### src/rtl/gate_sweep_pkg.sv
// Shared types and constants for the gate sweep sequencer.
// Truth tables are indexed by the applied vector: expected y = TT[vec].
package gate_sweep_pkg;

   typedef enum logic [1:0] {
      ST_IDLE   = 2'd0,
      ST_APPLY  = 2'd1,
      ST_SAMPLE = 2'd2,
      ST_DONE   = 2'd3
   } state_t;

   localparam logic [3:0] TT_AND2  = 4'b1000;
   localparam logic [3:0] TT_OR2   = 4'b1110;
   localparam logic [3:0] TT_XOR2  = 4'b0110;
   localparam logic [3:0] TT_NAND2 = 4'b0111;
   localparam logic [3:0] TT_NOR2  = 4'b0001;

endpackage

### src/rtl/gate_sweep_ctrl_hold_timer.sv
// Per-vector settle timer: loadable up-counter with clear/enable.
// tc marks the last hold cycle (count HOLD_CYCLES-1).
module sweep_hold_timer #(
   parameter int HOLD_CYCLES = 100,
   parameter int HW          = $clog2(HOLD_CYCLES + 1)
) (
   input  logic          clk,
   input  logic          rst,
   input  logic          clr,
   input  logic          en,
   input  logic          load,
   input  logic [HW-1:0] ld_val,
   output logic          tc
);

   logic [HW-1:0] cnt;

   always_ff @(posedge clk or posedge rst) begin
      if (rst) begin
         cnt <= '0;
      end else if (clr) begin
         cnt <= '0;
      end else if (load) begin
         cnt <= ld_val;
      end else if (en) begin
         cnt <= cnt + HW'(1);
      end
   end

   assign tc = (cnt == HW'(HOLD_CYCLES - 1));

endmodule

### src/rtl/gate_sweep_ctrl.sv
// Exhaustive truth-table sweep of a small gate under test:
// apply, hold, sample, compare; reports pass, error count, first fail.
module gate_sweep_ctrl
   import gate_sweep_pkg::*;
#(
   parameter int                    N_IN        = 2,
   parameter int                    HOLD_CYCLES = 100,
   parameter logic [(1<<N_IN)-1:0]  TRUTH       = TT_AND2
) (
   input  logic            clk,
   input  logic            rst,
   input  logic            start,
   output logic [N_IN-1:0] vec,
   input  logic            y,
   output logic            busy,
   output logic            done,
   output logic            pass,
   output logic [N_IN:0]   err_count,
   output logic [N_IN-1:0] fail_vec
);

   localparam int EW = N_IN + 1;
   localparam int HW = $clog2(HOLD_CYCLES + 1);
   localparam logic [EW-1:0] ERR_MAX = EW'(1 << N_IN);

   state_t        state;
   logic          first_fail;
   logic          hold_tc;
   logic          hold_clr;
   logic          hold_en;
   logic          mism;
   logic [EW-1:0] err_nxt;

   // Counter is idle outside APPLY, so clearing it throughout SAMPLE is harmless.
   assign hold_clr = (state == ST_SAMPLE) ||
                     (((state == ST_IDLE) || (state == ST_DONE)) && start);
   assign hold_en  = (state == ST_APPLY);

   sweep_hold_timer #(
      .HOLD_CYCLES (HOLD_CYCLES),
      .HW          (HW)
   ) u_timer (
      .clk    (clk),
      .rst    (rst),
      .clr    (hold_clr),
      .en     (hold_en),
      .load   (1'b0),
      .ld_val ('0),
      .tc     (hold_tc)
   );

   assign mism    = (y != TRUTH[vec]);
   assign err_nxt = (mism && (err_count != ERR_MAX)) ? err_count + EW'(1)
                                                     : err_count;

   always_ff @(posedge clk or posedge rst) begin
      if (rst) begin
         state      <= ST_IDLE;
         vec        <= '0;
         busy       <= 1'b0;
         done       <= 1'b0;
         pass       <= 1'b0;
         err_count  <= '0;
         fail_vec   <= '0;
         first_fail <= 1'b0;
      end else begin
         unique case (state)
            ST_IDLE, ST_DONE: begin
               if (start) begin
                  state      <= ST_APPLY;
                  vec        <= '0;
                  err_count  <= '0;
                  fail_vec   <= '0;
                  first_fail <= 1'b0;
                  busy       <= 1'b1;
                  done       <= 1'b0;
                  pass       <= 1'b0;
               end
            end
            ST_APPLY: begin
               if (hold_tc) state <= ST_SAMPLE;
            end
            ST_SAMPLE: begin
               err_count <= err_nxt;
               if (mism && !first_fail) begin
                  fail_vec   <= vec;
                  first_fail <= 1'b1;
               end
               if (&vec) begin
                  state <= ST_DONE;
                  vec   <= '0;
                  busy  <= 1'b0;
                  done  <= 1'b1;
                  pass  <= (err_nxt == '0);
               end else begin
                  state <= ST_APPLY;
                  vec   <= vec + N_IN'(1);
               end
            end
            default: state <= ST_IDLE;
         endcase
      end
   end

endmodule

### config.mk
export PLATFORM = sky130hd
export DESIGN_NAME = gate_sweep_ctrl
export DESIGN_NICKNAME = d
export VERILOG_FILES = /design/src/rtl/gate_sweep_pkg.sv /design/src/rtl/gate_sweep_ctrl_hold_timer.sv /design/src/rtl/gate_sweep_ctrl.sv
export SDC_FILE = /design/constraint.sdc
export NUM_CORES = 1
export LEC_CHECK = 0
export ABC_CLOCK_PERIOD_IN_PS = 2000
export BUFFER_PORTS_ARGS = -buffer_cell sky130_fd_sc_hd__buf_2
export CAP_MARGIN = 20
export CORE_MARGIN = 3
export CORE_UTILIZATION = 40
export CTS_BUF_LIST = sky130_fd_sc_hd__clkbuf_4
export DETAILED_ROUTE_END_ITERATION = 7
export PLACE_DENSITY_LB_ADDON = 0.25
export REMOVE_ABC_BUFFERS = 1
export SYNTH_ARGS = -nofsm -noshare
export SYNTH_HDL_FRONTEND = slang
export SYNTH_SLANG_ARGS = --single-unit
### constraint.sdc
create_clock -name clk -period 2 [get_ports clk]
set_input_delay 0.2 -clock clk [delete_from_list [all_inputs] [get_ports clk]]
set_output_delay 0.2 -clock clk [all_outputs]
set_load 0.01 [all_outputs]
==> impl_results.md, run 1 <==
- Resized Gates After CTS: 0
- Antenna Nets Post-Route: 0
- Sink Count: 20
- Leak Pwr: 0.0006014 µW
- Distinct cells, synth: 35
- F_max: 577.8 MHz
- Yosys warnings: 0
- Fin. Hold Viols: 0
- Fraction of layout cells with a size suffix above 1: 16.79%
- Pwr Density: 790.8 mW/mm²
- Port Buffers: 13
- Vias in the first global route: 930
- Crit end category: register
- Area leader, netlist: dfrtp_1
- CTS Buffer Depth: 2
- Vias: 951
- Setup Crit Path Kind: reg -> reg
- Worst-path clk slew: 0.12 ns
- Initial Utilization: 44.25%
- Area Overhead vs Synth: 10.06%
- CTS tree: built
- Nets@finish: 149
- Clock root buffer: clkbuf_4
- Number of diodes: 0
- FF+latch area: 500.5 µm²
- WP data required: 2.21 ns
- Ranking of synthesized cells by area: dfrtp_1 43%, ha_1 7.6%, nand2_1 4.9%
- Post-synthesis register bit count: 20
- Placed Cells: 163
- Worst vdd ir: 0.4357 mV
- Fin cells: 167
- Mapped Area: 0.001156 mm²
- Status: finished, final reports clean
- IO Count: 14
- Largest net degree at the start of global routing: 21
- Final min period: 1.731 ns
- Pre-Repair DR Iteration Count: 4
- Max-cap violation count: 0
- Initial antenna violation count: 0
- RSZ-0062 raised after global routing: no
- Clk_lat worst skew: 0.30 ns
- WL final: 2.367 mm
- Least-Margin Pin Slew: 0.7616 ns
- Hold/Removal Path Class: in -> async
- Num rows: 18
- Worst Path Max Fanout: 7
- Register area share after synthesis: 43.29%
- Gr ovfl total: 0
- DRC: 0
- Worst Setup Start Kind: register
- Initial DRC count: 42
- Die area: 0.003571 mm²
- Dpl hpwl: 1.754 mm
- GP Congestion: 0.7854
- Pins Over Slew Limit: 0
- Mapped Cells: 122
- H-tree depth: 1
- FILL cells: 247
- Hold-fix buffers, CTS: 0
- Num CTS Buffers: 3
- Die width: 59.76 µm
- Multi-input gate area: 601.8 µm²
- Via density: 5.695
- Syn avg cell area: 9.476 µm²
- Global-route wire length before repair: 4.250 mm
- Final Cycle Share: 86.53%
- WP data arrival: 1.94 ns
- Clock Skews: 0.001607 ns
- Post-synth top area share: 43.29%
- Endpoints failing setup: 0
- GRT Total Usage: 15.57%
- Die Ht: 59.76 µm
- Setup TNS: 0 ns
- Post-CTS Setup Repair Bufs: 0
- Slew margin rel.: 49.17%
- Core area: 0.002613 mm²
- DR WL/cell: 14.17 µm
Yosys cell counts, drive strengths merged:
| cell | n |
|---|---|
| ha | 7 |
| nand4b | 3 |
| or3 | 2 |
| nor2b | 2 |
| nor3 | 1 |
| o21a | 1 |
| and4bb | 1 |
| and2 | 1 |
| o211ai | 1 |
| buf | 4 |
| xnor2 | 2 |
| mux2i | 3 |
| a21o | 1 |
| o31ai | 1 |
| o21ai | 7 |
| a21boi | 1 |
| mux2 | 1 |
| nand2b | 2 |
| inv | 5 |
| o2bb2ai | 1 |
| nand3b | 2 |
| a21oi | 10 |
| dfrtp | 20 |
| nand2 | 15 |
| nand3 | 4 |
| nor2 | 12 |
| nand4 | 5 |
| xor2 | 4 |
| clkbuf | 1 |
| a32o | 1 |
| o41ai | 1 |
worst max-delay path, stage by stage, from the launching register on:
cell     delay, ns
dfrtp_1       0.43
ha_1          0.37
xor2_2        0.27
nand2_1       0.15
mux2i_1       0.15
o41ai_2       0.26
power breakdown:
part,switching [µW],internal (µW)
registers,38.0,445
logic,189,132
clock network,129,72.7
total,357,650
metal layers:
metal  up-vias  wire length (µm)  track usage, %
met1       464              1148           22.06
met4         0                 7           4.747
met5         -                 0               0
met3         2               117           2.592
met2        23              1095           24.23
li1        462                 -               -
cell type report:
type / instances / share of cell area (%)
timing repair buffer: 16 / 6.883
tap: 30 / 2.950
sequential: 20 / 39.33
clock buffer: 3 / 1.770
inverter: 5 / 1.475
clock inverter: 1 / 0.2950
multi-input combinational: 92 / 47.30
per-stage QoR:
stage	hold WS, ns	utilization [%]	power, µW	setup WS, ns	area [µm²]
5_1_grt	0.07491	48.71	1085	0.08826	1272
6_report	0.01456	48.71	1006	0.2694	1272
3_3_place_gp	0.3803	47.70	794.8	0.3968	1246
3_5_place_dp	0.3836	47.70	813.1	0.3181	1246
4_1_cts	0.04222	48.71	1019	0.2822	1272
2_1_floorplan	0.1638	-	712.0	0.3563	1121
path summary, 6_finish.rpt:
path / from / end / slack [ns] / cells after the start
worst max-delay path: vec[1]$_DFFE_PP0P_ / pass$_DFFE_PP0P_ / 0.27 / 5
max in group asynchronous: rst / first_fail$_DFFE_PP0P_ / 1.52 / 2
worst max register to register: vec[1]$_DFFE_PP0P_ / pass$_DFFE_PP0P_ / 0.27 / 5
min in group clk: start / busy$_DFFE_PP0P_ / 0.24 / 3
worst min-delay path: rst / err_count[2]$_DFFE_PP0P_ / 0.01 / 2
worst min register to register: pass$_DFFE_PP0P_ / pass$_DFFE_PP0P_ / 0.53 / 2
sequential cells by signal, indices dropped and copies added, names as in the netlist:
name	count
busy	1
done	1
err_count	3
fail_vec	2
first_fail	1
pass	1
state	2
u_timer.cnt	7
vec	2
cells in the final DEF (no fill, tap or decap):
cell type,instances
dfrtp_1,20
nand2_1,15
buf_2,13
nor2_1,12
a21oi_1,10
ha_1,7
o21ai_0,6
nand4_1,5
inv_1,5
nand3_1,4
mux2i_1,3
xor2_1,3
nand4b_1,3
clkbuf_4,3
buf_4,3
or3_1,2
nand2b_1,2
xnor2_1,2
nand3b_1,2
nor2b_1,2
xor2_2,1
and4bb_2,1
a21o_1,1
o31ai_1,1
o211ai_1,1
mux2_2,1
o2bb2ai_1,1
a21boi_0,1
and2_1,1
nor3_1,1
o21a_1,1
o21ai_1,1
o41ai_2,1
a32o_1,1
clkinv_1,1
cells by family (layout without fill, tap and decap cells):
kind of cell / Yosys count / after routing / share of synthesized area [%]
flops: 20 / 20 / 43.29
xor+xnor: 6 / 6 / 5.196
simple gates: 50 / 50 / 22.08
mux: 4 / 4 / 3.571
buf+inv: 10 / 25 / 4.653
fa+ha+maj: 7 / 7 / 7.575
compound gates: 25 / 25 / 13.64
No activity file was read; power rests on OpenSTA's default activity.
==> inputs of run 2 (changes only) <==
Settings changed: CORE_MARGIN 3 to 10.
==> run 2 against run 1 <==
Register-to-register slack about the same. Critical path type unchanged. Global-route usage down 6.0 points. Sequential power about the same. Utilization down 2.7 points. Combinational power down 2%.
==> impl_results.md, run 2 (same netlist as run 1, synthesis figures left out) <==
- Nets@finish: 149
- Initial antenna violation count: 0
- GR Util met2: 15.81%
- Sink Count: 20
- Commonest non-fill, non-tap cell in the layout: dfrtp_1
- DR WL/cell: 14.20 µm
- Final Cycle Share: 87.00%
- RSZ-0062 raised after global routing: no
- Placed Cells: 164
- Busiest grt layer: met2
- Num CTS Buffers: 3
- Crit end category: register
- H-tree depth: 1
- Clock root buffer: clkbuf_4
- Gr ovfl total: 0
- Dpl hpwl: 1.820 mm
- CTS Buffer Depth: 2
- GP Congestion: 0.8171
- Final min period: 1.740 ns
- Initial Utilization: 41.92%
- Port Buffers: 13
- Die Ht: 73.76 µm
- Worst vdd ir: 0.5274 mV
- Post-CTS Setup Repair Bufs: 0
- Most frequent cells in the layout: 20 x dfrtp_1, 15 x nand2_1, 13 x buf_2
- Worst path max stage delay: 0.44 ns
- Num rows: 19
- WP data arrival: 1.94 ns
- Vias: 895
- Grt met1 use: 10.95%
- Worst Setup Start Kind: register
- Reg with most FFs: u_timer.cnt
- F_max: 574.7 MHz
- Global-route wire length before repair: 4.188 mm
- Final core occ: 46.05%
- Clk_lat worst skew: 0.30 ns
- Via density: 5.359
- CP delay by family, top: flip-flops
- Pwr Density: 779.4 mW/mm²
- Pre-Repair DR Iteration Count: 4
- Fin. Hold Viols: 0
- Endpoints failing setup: 0
- WL final: 2.371 mm
- WP data required: 2.20 ns
- IO Count: 14
- Core area: 0.002758 mm²
- Number of diodes: 0
- DRC: 0
- Cells along the critical path: ha_1 > xor2_2 > nand2_1 > mux2i_1 > o41ai_2
- Vias in the first global route: 948
- Setup Crit Path Kind: reg -> reg
- CTS tree: built
- Fraction of layout cells with a size suffix above 1: 16.91%
- Leak Pwr: 0.0005999 µW
- CP max stage cell: dfrtp_1
- Worst Path Buf+Inv: 0
- Die width: 73.76 µm
- Die area: 0.005441 mm²
- Resized Gates After CTS: 0
- Met3 GRT Util: 3.365%
- Top Registers: u_timer.cnt: 7 flops, err_count: 3 flops
- Slew margin rel.: 48.82%
- Hold/Removal Path Class: in -> async
- Least-Margin Pin Slew: 0.7668 ns
- Fin cells: 167
- Worst Path Max Fanout: 7
- Largest net degree at the start of global routing: 21
- Setup TNS: 0 ns
- Worst-path clk slew: 0.11 ns
- GRT Total Usage: 9.590%
- Status: finished, final reports clean
- Antenna Nets Post-Route: 0
- Max-cap violation count: 0
- Hold-fix buffers, CTS: 0
- Max FFs per register: 7
- Clock Skews: 0.005976 ns
- Initial DRC count: 12
- Area Overhead vs Synth: 9.849%
- Pins Over Slew Limit: 0
==> run 2: changes by cell type in the layout (fill, tap and decap cells not counted) <==
cell and change:
clkinv_1 -1
==> run 2: worst paths after layout <==
check,from,endpoint,slack (ns),cells after the start
hold / removal,rst,fail_vec[1]$_DFFE_PP0P_,0.01,2
setup / recovery,vec[1]$_DFFE_PP0P_,pass$_DFFE_PP0P_,0.26,5
min in group clk,start,busy$_DFFE_PP0P_,0.27,3
max in group asynchronous,rst,state[1]$_DFFE_PP0P_,1.51,2
setup reg to reg,vec[1]$_DFFE_PP0P_,pass$_DFFE_PP0P_,0.26,5
hold reg to reg,busy$_DFFE_PP0P_,busy$_DFFE_PP0P_,0.52,2
==> run 2: power by group <==
group	switching, µW	internal [µW]	total, µW
clock network	121	70.3	192
registers	36.7	445	482
logic	185	131	316
total	343	647	990
==> run 2: per-stage QoR <==
| step | cell area (µm²) | power [µW] | setup WS (ns) | hold WS, ns |
|---|---|---|---|---|
| 3_5_place_dp | 1247 | 809.8 | 0.2861 | 0.3833 |
| 6_report | 1270 | 989.9 | 0.2599 | 0.01500 |
| 4_1_cts | 1270 | 1008 | 0.2489 | 0.03601 |
| 2_1_floorplan | 1121 | 712.0 | 0.3563 | 0.1638 |
| 3_3_place_gp | 1247 | 798.6 | 0.3986 | 0.3678 |
| 5_1_grt | 1270 | 1061 | 0.1222 | 0.04938 |
==> run 2: per-layer routing <==
layer | routed length (µm) | up-vias
li1 | - | 453
met1 | 1104 | 417
met2 | 1098 | 18
met3 | 111 | 7
met4 | 58 | 0
met5 | 0 | -
==> run 2: final cells by class <==
type | instances | area (µm²)
Tap cell | 31 | 38.79
Clock buffer | 3 | 22.52
Fill cell | 286 | 1488
Sequential cell | 20 | 500.5
Inverter | 5 | 18.77
Multi-Input combinational cell | 92 | 601.8
Timing Repair Buffer | 16 | 87.58
==> inputs of run 3 (changes only) <==
Settings changed: BUFFER_PORTS_ARGS -buffer_cell sky130_fd_sc_hd__buf_2 to -buffer_cell sky130_fd_sc_hd__clkbuf_2, CORE_UTILIZATION 40 to 55.
==> run 3 against run 2 <==
The run now ends with hold timing left. Power rose by 14%. Combinational power about the same. First-iteration DRC count grew to 3.8 times the previous value. Sequential share of layout area decreased by 0.76 points. Global-route usage grew 2.3 points. Clock power rose by 71%. Maximum frequency about the same. Die area down 20%. Critical path type unchanged. Largest power group unchanged.
==> impl_results.md, run 3 (same netlist as run 1, synthesis figures left out) <==
- Status: complete, but fails checks
- Failing checks: hold timing
- Reg with most FFs: u_timer.cnt
- Endpoints failing setup: 0
- Hold-fix buffers, CTS: 0
- Initial antenna violation count: 0
- Placed Cells: 160
- Dpl hpwl: 1.795 mm
- Leak Pwr: 0.0006075 µW
- Port Buffers: 13
- Initial Utilization: 58.33%
- Design Power: 1127 µW
- RSZ-0062 raised after global routing: no
- Worst-path clk slew: 0.12 ns
- Fin. Hold Viols: 12
- Critical R2R Launch: vec[1]$_DFFE_PP0P_
- Cells on worst reg2reg path: 5
- Clock Skews: 0.01061 ns
- Worst Path Max Fanout: 7
- Die Ht: 65.85 µm
- H-tree depth: 1
- Antenna Nets Post-Route: 0
- Vias in the first global route: 917
- Internal: 779.2 µW
- Clock root buffer: clkbuf_4
- Slew margin rel.: 49.30%
- Post-CTS Setup Repair Bufs: 0
- Worst Path Buf+Inv: 0
- CP max stage cell: dfrtp_1
- Worst path max stage delay: 0.44 ns
- WP data arrival: 1.95 ns
- Sink Count: 20
- Reg2reg end: pass$_DFFE_PP0P_
- Clk pwr share: 29.2%
- GRT Total Usage: 11.94%
- WP data required: 2.21 ns
- F_max: 575.2 MHz
- Pins Over Slew Limit: 0
- Setup TNS: 0 ns
- Setup Crit Path Kind: reg -> reg
- Sw frac: 30.84%
- Nets@finish: 149
- Combinational power share: 28.1%
- WHS: -0.01032 ns
- Fin cells: 164
- Crit end category: register
- Pre-Repair DR Iteration Count: 4
- CTS Buffer Depth: 2
- Pwr Density: 870.0 mW/mm²
- Cells along the critical path: ha_1 > xor2_2 > nand2_1 > mux2i_1 > o41ai_2
- Commonest non-fill, non-tap cell in the layout: dfrtp_1
- Worst Setup Start Kind: register
- Final Cycle Share: 86.93%
- FILL cells: 159
- Fraction of layout cells with a size suffix above 1: 17.52%
- Multi-input gate area: 601.8 µm²
- Num rows: 16
- Most frequent cells in the layout: 20 x dfrtp_1, 15 x nand2_1, 13 x clkbuf_2
- Clk_lat worst skew: 0.30 ns
- Max FFs per register: 7
- Least-Margin Pin Slew: 0.7596 ns
- Reg2reg setup slack: 0.26 ns
- Vias: 917
- Worst vdd ir: 0.7569 mV
- Top Registers: u_timer.cnt: 7 flops, err_count: 3 flops
- Hold/Removal Path Class: in -> async
- Number of diodes: 0
- Worst path depth: 5
- Flop pwr share: 42.7%
- Num CTS Buffers: 3
- CTS tree: built
- Core area: 0.001982 mm²
- Resized Gates After CTS: 0
- CP delay by family, top: flip-flops
- Initial DRC count: 46
- Sw power: 347.5 µW
- Via density: 5.591
- Gr ovfl total: 0
- Die area: 0.004336 mm²
- Largest net degree at the start of global routing: 21
- WL final: 2.353 mm
- IO Count: 14
- CP startpoint: vec[1]$_DFFE_PP0P_
- Max-cap violation count: 0
- Die width: 65.85 µm
- Critical path endpoint: pass$_DFFE_PP0P_
- FF+latch area: 500.5 µm²
- Final min period: 1.739 ns
- DR WL/cell: 14.35 µm
- Area Overhead vs Synth: 12.01%
- GP Congestion: 0.8546
- Global-route wire length before repair: 4.126 mm
- DRC: 0
run 3: cell types whose count changed in the layout (fill, tap and decap cells not counted), sizes merged:
cell and delta:
bufinv +1, buf -13, clkbuf +13
run 3: metal layers:
metal  share of wire (%)  GRT usage [%]
met1                  44          14.29
met2                  48          18.60
met3                 6.1          4.068
met4                 1.2          5.882
met5                   0              0
run 3: worst min path at each step:
stage | start | end | slack (ns) | depth (start not counted)
final | rst | fail_vec[1]$_DFFE_PP0P_ | -0.01 | 2
after global routing | rst | u_timer.cnt[4]$_DFFE_PP0P_ | 0.03 | 2
after CTS | rst | u_timer.cnt[6]$_DFFE_PP0P_ | 0.01 | 2
after detailed placement | rst | busy$_DFFE_PP0P_ | 0.36 | 2
after global placement | rst | state[0]$_DFFE_PP0P_ | 0.35 | 2
after floorplan | rst | busy$_DFFE_PP0P_ | 0.16 | 1
run 3: area by class of cell:
cell class,count,area share (%)
Clock buffer,3,1.739
Clock inverter,1,2.319
Inverter,5,1.449
Multi-Input combinational cell,92,46.47
Sequential cell,20,38.65
Tap cell,27,2.609
Timing Repair Buffer,16,6.763
run 3: power groups by stage:
| stage | Sequential (µW) | Combinational, µW | Clock, µW |
|---|---|---|---|
| final | 481 | 317 | 329 |
| after global routing | 489 | 359 | 344 |
| after CTS | 481 | 319 | 334 |
| after detailed placement | 489 | 314 | 0 |
| after global placement | 488 | 308 | 0 |
| after floorplan | 482 | 230 | 0 |
run 3: metrics by stage:
| stage | hold slack [ns] | setup slack (ns) | util, % | instance area (µm²) |
|---|---|---|---|---|
| finish | -0.01032 | 0.2614 | 65.34 | 1295 |
| floorplan | 0.1638 | 0.3563 | - | 1121 |
| global route | 0.03352 | 0.1134 | 65.34 | 1295 |
| CTS | 0.01315 | 0.2656 | 65.34 | 1295 |
| global placement | 0.3511 | 0.4139 | 62.69 | 1242 |
| detailed placement | 0.3583 | 0.2984 | 62.69 | 1242 |
